<file path="src/rtl/alu_arbiter.sv">
// alu_arbiter: two-requester sequencer and round-robin arbiter for one
// shared 8-bit ALU (fwd/add/and/or).
//
// Ports:
//   CLK, RESET            clock (posedge), synchronous active-high reset
//   REQn_VALID/READY      per-requester valid/ready handshake (n = 0, 1)
//   REQn_DATA1/DATA2      operands, REQn_SELECT op code
//   RESPn_VALID/RESULT    one-cycle response pulse and held result
//   ALU_DATA1/2, SELECT   registered drive to the external ALU
//   ALU_RESULT            ALU output, sampled after EXEC_CYCLES cycles
//   BUSY                  high in EXEC or RESP
//   RESPn_ZERO            zero flag, only with ALU_ARB_ZERO_FLAG_EN defined
//
// Optional feature macro: ALU_ARB_ZERO_FLAG_EN
module alu_arbiter #(
    parameter int EXEC_CYCLES = 1
) (
    input  logic       CLK,
    input  logic       RESET,
    input  logic       REQ0_VALID,
    output logic       REQ0_READY,
    input  logic [7:0] REQ0_DATA1,
    input  logic [7:0] REQ0_DATA2,
    input  logic [2:0] REQ0_SELECT,
    output logic       RESP0_VALID,
    output logic [7:0] RESP0_RESULT,
    input  logic       REQ1_VALID,
    output logic       REQ1_READY,
    input  logic [7:0] REQ1_DATA1,
    input  logic [7:0] REQ1_DATA2,
    input  logic [2:0] REQ1_SELECT,
    output logic       RESP1_VALID,
    output logic [7:0] RESP1_RESULT,
    output logic [7:0] ALU_DATA1,
    output logic [7:0] ALU_DATA2,
    output logic [2:0] ALU_SELECT,
    input  logic [7:0] ALU_RESULT,
`ifdef ALU_ARB_ZERO_FLAG_EN
    output logic       RESP0_ZERO,
    output logic       RESP1_ZERO,
`endif
    output logic       BUSY
);

    localparam logic [1:0] S_IDLE = 2'd0;
    localparam logic [1:0] S_EXEC = 2'd1;
    localparam logic [1:0] S_RESP = 2'd2;

    localparam int CW = (EXEC_CYCLES > 1) ? $clog2(EXEC_CYCLES) : 1;

    logic [1:0]    state;
    logic [CW-1:0] cnt;
    logic          gnt;
    logic          last_grant;
    logic          rsvd;

    logic          acc_id;
    logic [7:0]    acc_d1;
    logic [7:0]    acc_d2;
    logic [2:0]    acc_sel;
    logic [7:0]    cap_val;

    // last_grant==1 means requester 0 has priority on the next tie
    assign REQ0_READY = (state == S_IDLE) & REQ0_VALID
                      & (~REQ1_VALID | last_grant);
    assign REQ1_READY = (state == S_IDLE) & REQ1_VALID
                      & (~REQ0_VALID | ~last_grant);

    assign BUSY = (state == S_EXEC) | (state == S_RESP);

    always_comb begin
        acc_id  = REQ1_READY;
        acc_d1  = REQ0_DATA1;
        acc_d2  = REQ0_DATA2;
        acc_sel = REQ0_SELECT;
        if (acc_id) begin
            acc_d1  = REQ1_DATA1;
            acc_d2  = REQ1_DATA2;
            acc_sel = REQ1_SELECT;
        end
        // reserved op codes always produce zero
        cap_val = rsvd ? 8'h00 : ALU_RESULT;
    end

    always_ff @(posedge CLK) begin
        if (RESET) begin
            state        <= S_IDLE;
            cnt          <= '0;
            gnt          <= 1'b0;
            last_grant   <= 1'b1;
            rsvd         <= 1'b0;
            ALU_DATA1    <= 8'h00;
            ALU_DATA2    <= 8'h00;
            ALU_SELECT   <= 3'b000;
            RESP0_VALID  <= 1'b0;
            RESP1_VALID  <= 1'b0;
            RESP0_RESULT <= 8'h00;
            RESP1_RESULT <= 8'h00;
`ifdef ALU_ARB_ZERO_FLAG_EN
            RESP0_ZERO   <= 1'b0;
            RESP1_ZERO   <= 1'b0;
`endif
        end else begin
            RESP0_VALID <= 1'b0;
            RESP1_VALID <= 1'b0;
            case (state)
                S_IDLE: begin
                    if (REQ0_READY | REQ1_READY) begin
                        gnt        <= acc_id;
                        last_grant <= acc_id;
                        ALU_DATA1  <= acc_d1;
                        ALU_DATA2  <= acc_d2;
                        ALU_SELECT <= acc_sel[2] ? 3'b000 : acc_sel;
                        rsvd       <= acc_sel[2];
                        cnt        <= CW'(EXEC_CYCLES - 1);
                        state      <= S_EXEC;
                    end
                end
                S_EXEC: begin
                    if (cnt != '0) begin
                        cnt <= cnt - CW'(1);
                    end else begin
                        if (gnt) begin
                            RESP1_RESULT <= cap_val;
`ifdef ALU_ARB_ZERO_FLAG_EN
                            RESP1_ZERO   <= (cap_val == 8'h00);
`endif
                        end else begin
                            RESP0_RESULT <= cap_val;
`ifdef ALU_ARB_ZERO_FLAG_EN
                            RESP0_ZERO   <= (cap_val == 8'h00);
`endif
                        end
                        state <= S_RESP;
                    end
                end
                S_RESP: begin
                    // pulse appears as the arbiter returns to IDLE
                    RESP0_VALID <= ~gnt;
                    RESP1_VALID <= gnt;
                    state       <= S_IDLE;
                end
                default: state <= S_IDLE;
            endcase
        end
    end

endmodule

</file>
<file path="config.mk">
export PLATFORM = sky130hd
export DESIGN_NAME = alu_arbiter
export DESIGN_NICKNAME = d
export VERILOG_FILES = /design/src/rtl/alu_arbiter.sv
export SDC_FILE = /design/constraint.sdc
export NUM_CORES = 1
export LEC_CHECK = 0
export ABC_AREA = 1
export CELL_PAD_IN_SITES_DETAIL_PLACEMENT = 2
export CELL_PAD_IN_SITES_GLOBAL_PLACEMENT = 2
export CORE_ASPECT_RATIO = 1.25
export CORE_MARGIN = 10
export CORE_UTILIZATION = 18
export CTS_CLUSTER_SIZE = 20
export DETAILED_ROUTE_END_ITERATION = 10
export PLACE_DENSITY_LB_ADDON = 0.05
export SLEW_MARGIN = 20
export SYNTH_ARGS = -nofsm -noshare
export SYNTH_HDL_FRONTEND = slang
export SYNTH_SLANG_ARGS = --single-unit
</file>
<file path="constraint.sdc">
create_clock -name CLK -period 1.3 [get_ports CLK]
set_input_delay 0.26 -clock CLK [delete_from_list [all_inputs] [get_ports CLK]]
set_output_delay 0.26 -clock CLK [all_outputs]
set_load 0.01 [all_outputs]
</file>
==> impl_metrics.yaml, run 1 <==
status:
  outcome: "complete, but fails checks"
  violations: "negative setup slack"
placed_design:
  post_dp_cell_area_um2: 3040
  hpwl_mm: 5.78
  port_buffers: 88
  gp_routability_congestion: 0.719
critical_path:
  r2r_end: "ALU_DATA1[0]"
  crit_path_max_incr_delay_ns: 0.33
  critPathKind: "reg -> out"
  crit_fanout: 3
  endpoint_kind: "primary output"
  critPathLaunchType: "flop"
  r2r_start: "state[1]"
  cp-startpoint: "state[1]"
  regToRegSetupSlack_ns: -0.14
  crit_chain: "inv_2 > ha_4 > nand2_4 > inv_4 > nand2_4 > clkinv_4 > buf_6"
  crit_path_frequent_cell: "nand2_4"
  required_ns: 1.04
  slowest_stage: "dfxtp_2"
  arrival_ns: 1.21
  cp-endpoint: "REQ1_READY"
  r2r_cells: 9
global_route:
  grt_pass1_vias: 2387
  grt_use_total: 0.103
  grt_antenna_before_repair: 0
  grt-ovfl-total: 0
  grt_max_degree: 28
  grt_pass1_wl_mm: 12.6
route:
  wl_mm: 7.73
  drt_drc_violations_left: 0
  avgViaCountPerCell: 4.18
  postRouteAntennaNets: 0
  wire_per_inst_um: 15.2
  via_count: 2121
  first_pass_iters: 3
  drt-initial-drc-count: 36
clocking:
  tritoncts: "done"
  cts_buffers: 5
  postCtsHoldBufs: 0
  htree_levels: 2
  clock-root-buffer: "clkbuf_16"
  insertion_delay_ns: 0.28
  clk_pin_slew_ns: 0.06
  clock-sinks: 41
  ctsLongestPathBuffers: 2
yosys:
  syn_area_per_cell_um2: 7.02
  synth_area_um2: 1870
  synth_top_area_cell: "dfxtp_1"
  yosys_register_bits: 41
  synth.distinct_cells: 23
  synth_edf_count: 0
  ys_seq_area_frac: 0.438
  syn_nets: 322
  synth_top_area_frac: 0.438
  synth_ff_type: "dfxtp_1"
  synth.most_common_cell: "nand2_1"
  synthTopCellsByCount: "65 x nand2_1, 41 x dfxtp_1, 35 x nand3_1"
  netlist_instances: 267
  synthTopCellsByArea: "dfxtp_1 44%, nand2_1 13%, nand3_1 9.4%"
  yosys_warnings: 0
  synth-async-reset-ratio: 0
sta:
  max_freq_mhz: 679
  worst_slack_ns: -0.172
  hold-worst-slack_ns: 0.460
  hold_viol: 0
  grt_setup_unrepaired: "yes"
  fin_skew_ns: 0.00240
  setup_viol: 24
  finalCritPeriodShare: 1.13
  min_period_ns: 1.47
  final_max_slew_viol_count: 0
die:
  num_io_pins: 90
  start_util: 0.184
  die_height_um: 134
  fp.coreArea_um2: 10200
  die-area_um2: 14900
  die-width_um: 111
  rows: 41
layout:
  regArea_um2: 823
  drive_above_1_share: 0.265
  fin_nets: 433
  multiInputGateArea_um2: 1130
  antenna_cells: 0
  final_area_um2: 3560
  fillers: 1153
  area_growth_pct: 89.8
power:
  power_frac_seq: 0.261
  power_frac_comb: 0.545
  intPower_mw: 4.41
  clkPwrFrac: 0.195
  p_per_area_nw_per_um2: 1980
  p_sw_mw: 2.63
  p_leak_nw: 1.71
  ir_worst_vdd_v: 0.000666
  swShare: 0.373
min_path:
  hold_path_startpoint: "RESP1_RESULT[2]"
  whs_path_depth: 2
  hold_path_class: "reg -> reg"
flow_run:
  drv_cap: 0
[critical path, delay by kind of cell (launching register included)]
kind,cells,cell delay (ns)
adder cells (fa/ha/maj),1,0.19
AND/OR/NAND/NOR,2,0.16
buffers and inverters,4,0.26
flip-flops,1,0.33
[worst min path at each step]
stage                            to
finish              RESP1_RESULT[2]
global route          ALU_SELECT[1]
CTS                 RESP1_RESULT[2]
detailed placement  RESP1_RESULT[2]
global placement    RESP1_RESULT[2]
floorplan           RESP1_RESULT[1]
[metal layers]
metal	track usage	up-vias	part of all wire
met3	0.0428	4	0.078
met1	0.107	1017	0.39
met5	0	-	0
met2	0.190	53	0.53
li1	-	1047	-
met4	0.0215	0	0.0071
[through the flow]
stage	setup TNS, ns	cells	power (mW)	util	worst slack (ns)
after floorplan	0	267	3.33	-	0.0101
after CTS	-3.40	508	7.05	0.343	-0.177
after global routing	-4.55	507	7.64	0.350	-0.240
after global placement	-9.20	493	4.89	0.299	-0.491
final	-2.48	507	7.04	0.350	-0.172
after detailed placement	-10.20	493	4.94	0.299	-0.511
[registers in the layout (all words and copies together), names as in the netlist]
name,flops
last_grant,1
state,2
RESP1_VALID,1
RESP1_RESULT,8
rsvd,1
gnt,1
ALU_DATA1,8
RESP0_RESULT,8
ALU_DATA2,8
ALU_SELECT,2
RESP0_VALID,1
[what timing repair did]
action,4_1_cts,5_1_grt
gates resized for setup,104,41
gates cloned,3,0
buffers inserted,6,3
setup endpoints to repair,70,42
pin swaps,20,13
[power by group through the flow]
| stage | sequential (mW) | combinational [mW] | clock, mW |
|---|---|---|---|
| final | 1.83 | 3.83 | 1.37 |
| after global routing | 1.89 | 4.27 | 1.48 |
| after CTS | 1.82 | 3.80 | 1.43 |
| after detailed placement | 1.85 | 3.09 | 0 |
| after global placement | 1.83 | 3.05 | 0 |
| after floorplan | 1.95 | 1.38 | 0 |
[cells by family (layout without fill, tap and decap cells)]
| family | Yosys count | in the layout | share of synthesized area |
|---|---|---|---|
| AND/OR/NAND/NOR | 145 | 146 | 0.341 |
| buffers and inverters | 48 | 158 | 0.112 |
| AO/OA/AOI/OAI | 27 | 27 | 0.0735 |
| adder cells (fa/ha/maj) | 5 | 5 | 0.0334 |
| other | 1 | 1 | 0.00200 |
| flip-flops | 41 | 41 | 0.438 |
[layout by cell type, fill, tap and decap left out, types with 2 or more instances in the layout]
master           count
nand3_2             19
nand2_8              2
or2_0                8
buf_8                3
o21ai_0              3
inv_4                2
buf_6                9
or2_4                4
nor3_1               2
a21oi_2              4
ha_1                 3
ha_4                 2
nand2_4              6
nand3_1             15
clkdlybuf4s50_1     49
a21oi_1             12
o21ai_1              5
nor2_4               3
inv_2                5
buf_12               4
nor2_1              15
o21ai_2              2
nand2_1             58
buf_4               12
inv_1               26
or2_1                4
dlygate4sd2_1       36
dfxtp_2              2
clkinv_4             2
dfxtp_1             39
nor2_2               6
clkbuf_16            5
nand2_2              3
[cell type report]
class / instances / area share
clock buffers: 5 / 0.0352
flip-flops and latches: 41 / 0.232
inverters: 37 / 0.0443
repair buffers: 114 / 0.317
well taps: 129 / 0.0454
clock inverters: 2 / 0.00985
multi-input cells: 179 / 0.317
No activity file was read; power rests on OpenSTA's default activity.
==> run 2, diff against run 1 <==
--- a/config.mk
+++ b/config.mk
@@ -10,7 +10,7 @@
 export CELL_PAD_IN_SITES_GLOBAL_PLACEMENT = 2
 export CORE_ASPECT_RATIO = 1.25
 export CORE_MARGIN = 10
-export CORE_UTILIZATION = 18
+export CORE_UTILIZATION = 22
 export CTS_CLUSTER_SIZE = 20
 export DETAILED_ROUTE_END_ITERATION = 10
 export PLACE_DENSITY_LB_ADDON = 0.05
==> constraint.sdc (replaced) <==
create_clock -name CLK -period 1.7 [get_ports CLK]
set_input_delay 0.34 -clock CLK [delete_from_list [all_inputs] [get_ports CLK]]
set_output_delay 0.34 -clock CLK [all_outputs]
set_load 0.01 [all_outputs]
==> run 2 against run 1 <==
  * The run now ends clean
  * Worst hold slack improved by 0.010 ns
  * Critical path depth unchanged
  * Cell count fell by 6.3%
==> impl_metrics.yaml, run 2 (synthesis gave the netlist of run 1 again) <==
critical_path:
  arrival_ns: 1.23
  r2r_start: "state[0]"
  crit_path_frequent_cell: "inv_2"
  required_ns: 1.36
  regToRegSetupSlack_ns: 0.18
  critPathKind: "reg -> out"
  r2r_end: "ALU_DATA1[4]"
  crit_chain: "inv_2 > ha_4 > nand2_2 > inv_2 > nand2_4 > clkinv_4 > buf_2"
  critPathLaunchType: "flop"
  r2r_cells: 9
  cp_top_family: "flip-flops"
  crit_fanout: 3
  cp_num_buf_inv: 4
  crit_path_max_incr_delay_ns: 0.35
  slowest_stage: "dfxtp_2"
  endpoint_kind: "primary output"
layout:
  antenna_cells: 0
  final_area_um2: 3170
  fillers: 948
  most-common-layout-cells: "85 x clkdlybuf4s50_1, 65 x nand2_1, 39 x dfxtp_1"
  area_growth_pct: 69.1
  drive_above_1_share: 0.135
  fin_nets: 432
  final_common_cell: "clkdlybuf4s50_1"
clocking:
  tritoncts: "done"
  ctsLongestPathBuffers: 2
  cts_buffers: 5
  clock-root-buffer: "clkbuf_8"
  insertion_delay_ns: 0.30
  htree_levels: 2
  clk_pin_slew_ns: 0.09
  clock-sinks: 41
  postCtsHoldBufs: 0
power:
  intPower_mw: 3.04
  power.total_mw: 4.73
  p_per_area_nw_per_um2: 1490
  p_leak_nw: 1.44
  swShare: 0.357
  p_sw_mw: 1.69
  clkPwrFrac: 0.201
  power_frac_seq: 0.294
  ir_worst_vdd_v: 0.000603
  power_frac_comb: 0.505
sta:
  grt_setup_unrepaired: "no"
  hold_viol: 0
  fin_skew_ns: 0.0120
  min_period_ns: 1.57
  finalCritPeriodShare: 0.924
  setup_viol: 0
  final_max_slew_viol_count: 0
  max_freq_mhz: 637
min_path:
  holdPathEnd: "ALU_SELECT[1]"
  hold_path_class: "reg -> reg"
  hold_path_startpoint: "ALU_SELECT[1]"
  whs_path_depth: 2
placed_design:
  port_buffers: 88
  post_dp_cell_area_um2: 3000
  gp_routability_congestion: 0.760
  hpwl_mm: 5.77
global_route:
  grt_use_total: 0.114
  grt_antenna_before_repair: 0
  grt_pass1_vias: 2299
  use_met1: 0.120
  grt_pass1_wl_mm: 11.4
  grt-ovfl-total: 0
  grt_max_degree: 21
  grtUsageMet2: 0.207
  busiest_layer: "met2"
  grt_use_met3: 0.0463
route:
  avgViaCountPerCell: 4.42
  wl_mm: 7.19
  wire_per_inst_um: 15.1
  via_count: 2101
  drt_drc_violations_left: 0
  first_pass_iters: 4
  postRouteAntennaNets: 0
  drt-initial-drc-count: 26
die:
  fp.coreArea_um2: 8290
  start_util: 0.226
  die-area_um2: 12600
  rows: 37
  die_height_um: 123
  die-width_um: 103
  num_io_pins: 90
flow_run:
  drv_cap: 0
status:
  outcome: "finished clean"
-- run 2: cell types whose count changed in the layout (fill, tap and decap cells not counted), moves of 9 or more --
cell / delta
buf_6: -9
nor2_1: +9
nand3_2: -19
nand3_1: +20
buf_4: +13
clkdlybuf4s50_1: +36
dlygate4sd2_1: -35
-- run 2: power by group through the flow --
stage | Combinational, mW | Sequential, mW | Clock, mW
2_1_floorplan | 1.02 | 1.48 | 0
5_1_grt | 2.69 | 1.44 | 1.02
3_5_place_dp | 2.37 | 1.41 | 0
6_report | 2.39 | 1.39 | 0.951
4_1_cts | 2.43 | 1.40 | 0.984
3_3_place_gp | 2.32 | 1.39 | 0
-- run 2: per-stage QoR --
step / setup TNS (ns) / worst slack (ns) / hold WS (ns) / cells / util
finish: 0 / 0.129 / 0.470 / 475 / 0.382
floorplan: 0 / 0.250 / 0.409 / 267 / -
CTS: 0 / 0.00130 / 0.475 / 473 / 0.381
detailed placement: -1.90 / -0.293 / 0.461 / 465 / 0.362
global route: 0 / 0.0359 / 0.499 / 475 / 0.382
global placement: -0.960 / -0.260 / 0.452 / 465 / 0.362
-- run 2: what timing repair did --
action / 4_1_cts / 5_1_grt
endpoints found under the setup margin: 17 / 5
cloned: 0 / 0
setup buffers: 0 / 2
gates resized for setup: 14 / 4
pin swaps: 1 / 1
-- run 2: final cells by class --
type                            instances  area, um2  area share
Timing Repair Buffer                  114       1080       0.340
Multi-Input combinational cell        178        865       0.273
Sequential cell                        41        823       0.260
Inverter                               37        148      0.0466
Tap cell                               97        121      0.0383
Clock buffer                            5       68.8      0.0217
Clock inverter                          3       65.1      0.0205
-- run 2: per-layer routing --
metal,share of wire,vias up
met4,0.0071,0
met2,0.52,53
met5,0,-
met1,0.40,1002
li1,-,1042
met3,0.077,4
-- run 2: tightest hold or removal path: cells and delay by family (launching register included) --
kind | cells | cell delay (ns)
simple gates | 1 | 0.06
compound gates | 1 | 0.05
flops | 1 | 0.32
-- run 2: worst max-delay path by stage --
stage | start | to | slack [ns] | cells after the start
6_report | state[0] | REQ1_READY | 0.13 | 7
5_1_grt | state[0] | ALU_DATA1[7] | 0.04 | 9
4_1_cts | state[1] | REQ0_READY | 0.001 | 5
3_5_place_dp | REQ1_VALID | REQ1_READY | -0.29 | 6
3_3_place_gp | REQ1_VALID | REQ1_READY | -0.26 | 6
2_1_floorplan | state[0] | REQ1_READY | 0.25 | 7
==> run 3, diff against run 2 <==
--- a/config.mk
+++ b/config.mk
@@ -11,8 +11,9 @@
 export CORE_ASPECT_RATIO = 1.25
 export CORE_MARGIN = 10
 export CORE_UTILIZATION = 22
-export CTS_CLUSTER_SIZE = 20
+export CTS_CLUSTER_SIZE = 30
 export DETAILED_ROUTE_END_ITERATION = 10
+export GPL_TIMING_DRIVEN = 1
 export PLACE_DENSITY_LB_ADDON = 0.05
 export SLEW_MARGIN = 20
 export SYNTH_ARGS = -nofsm -noshare
==> results of run 3 <==
The final DEF is identical to that of run 2; final timing and power are the same.
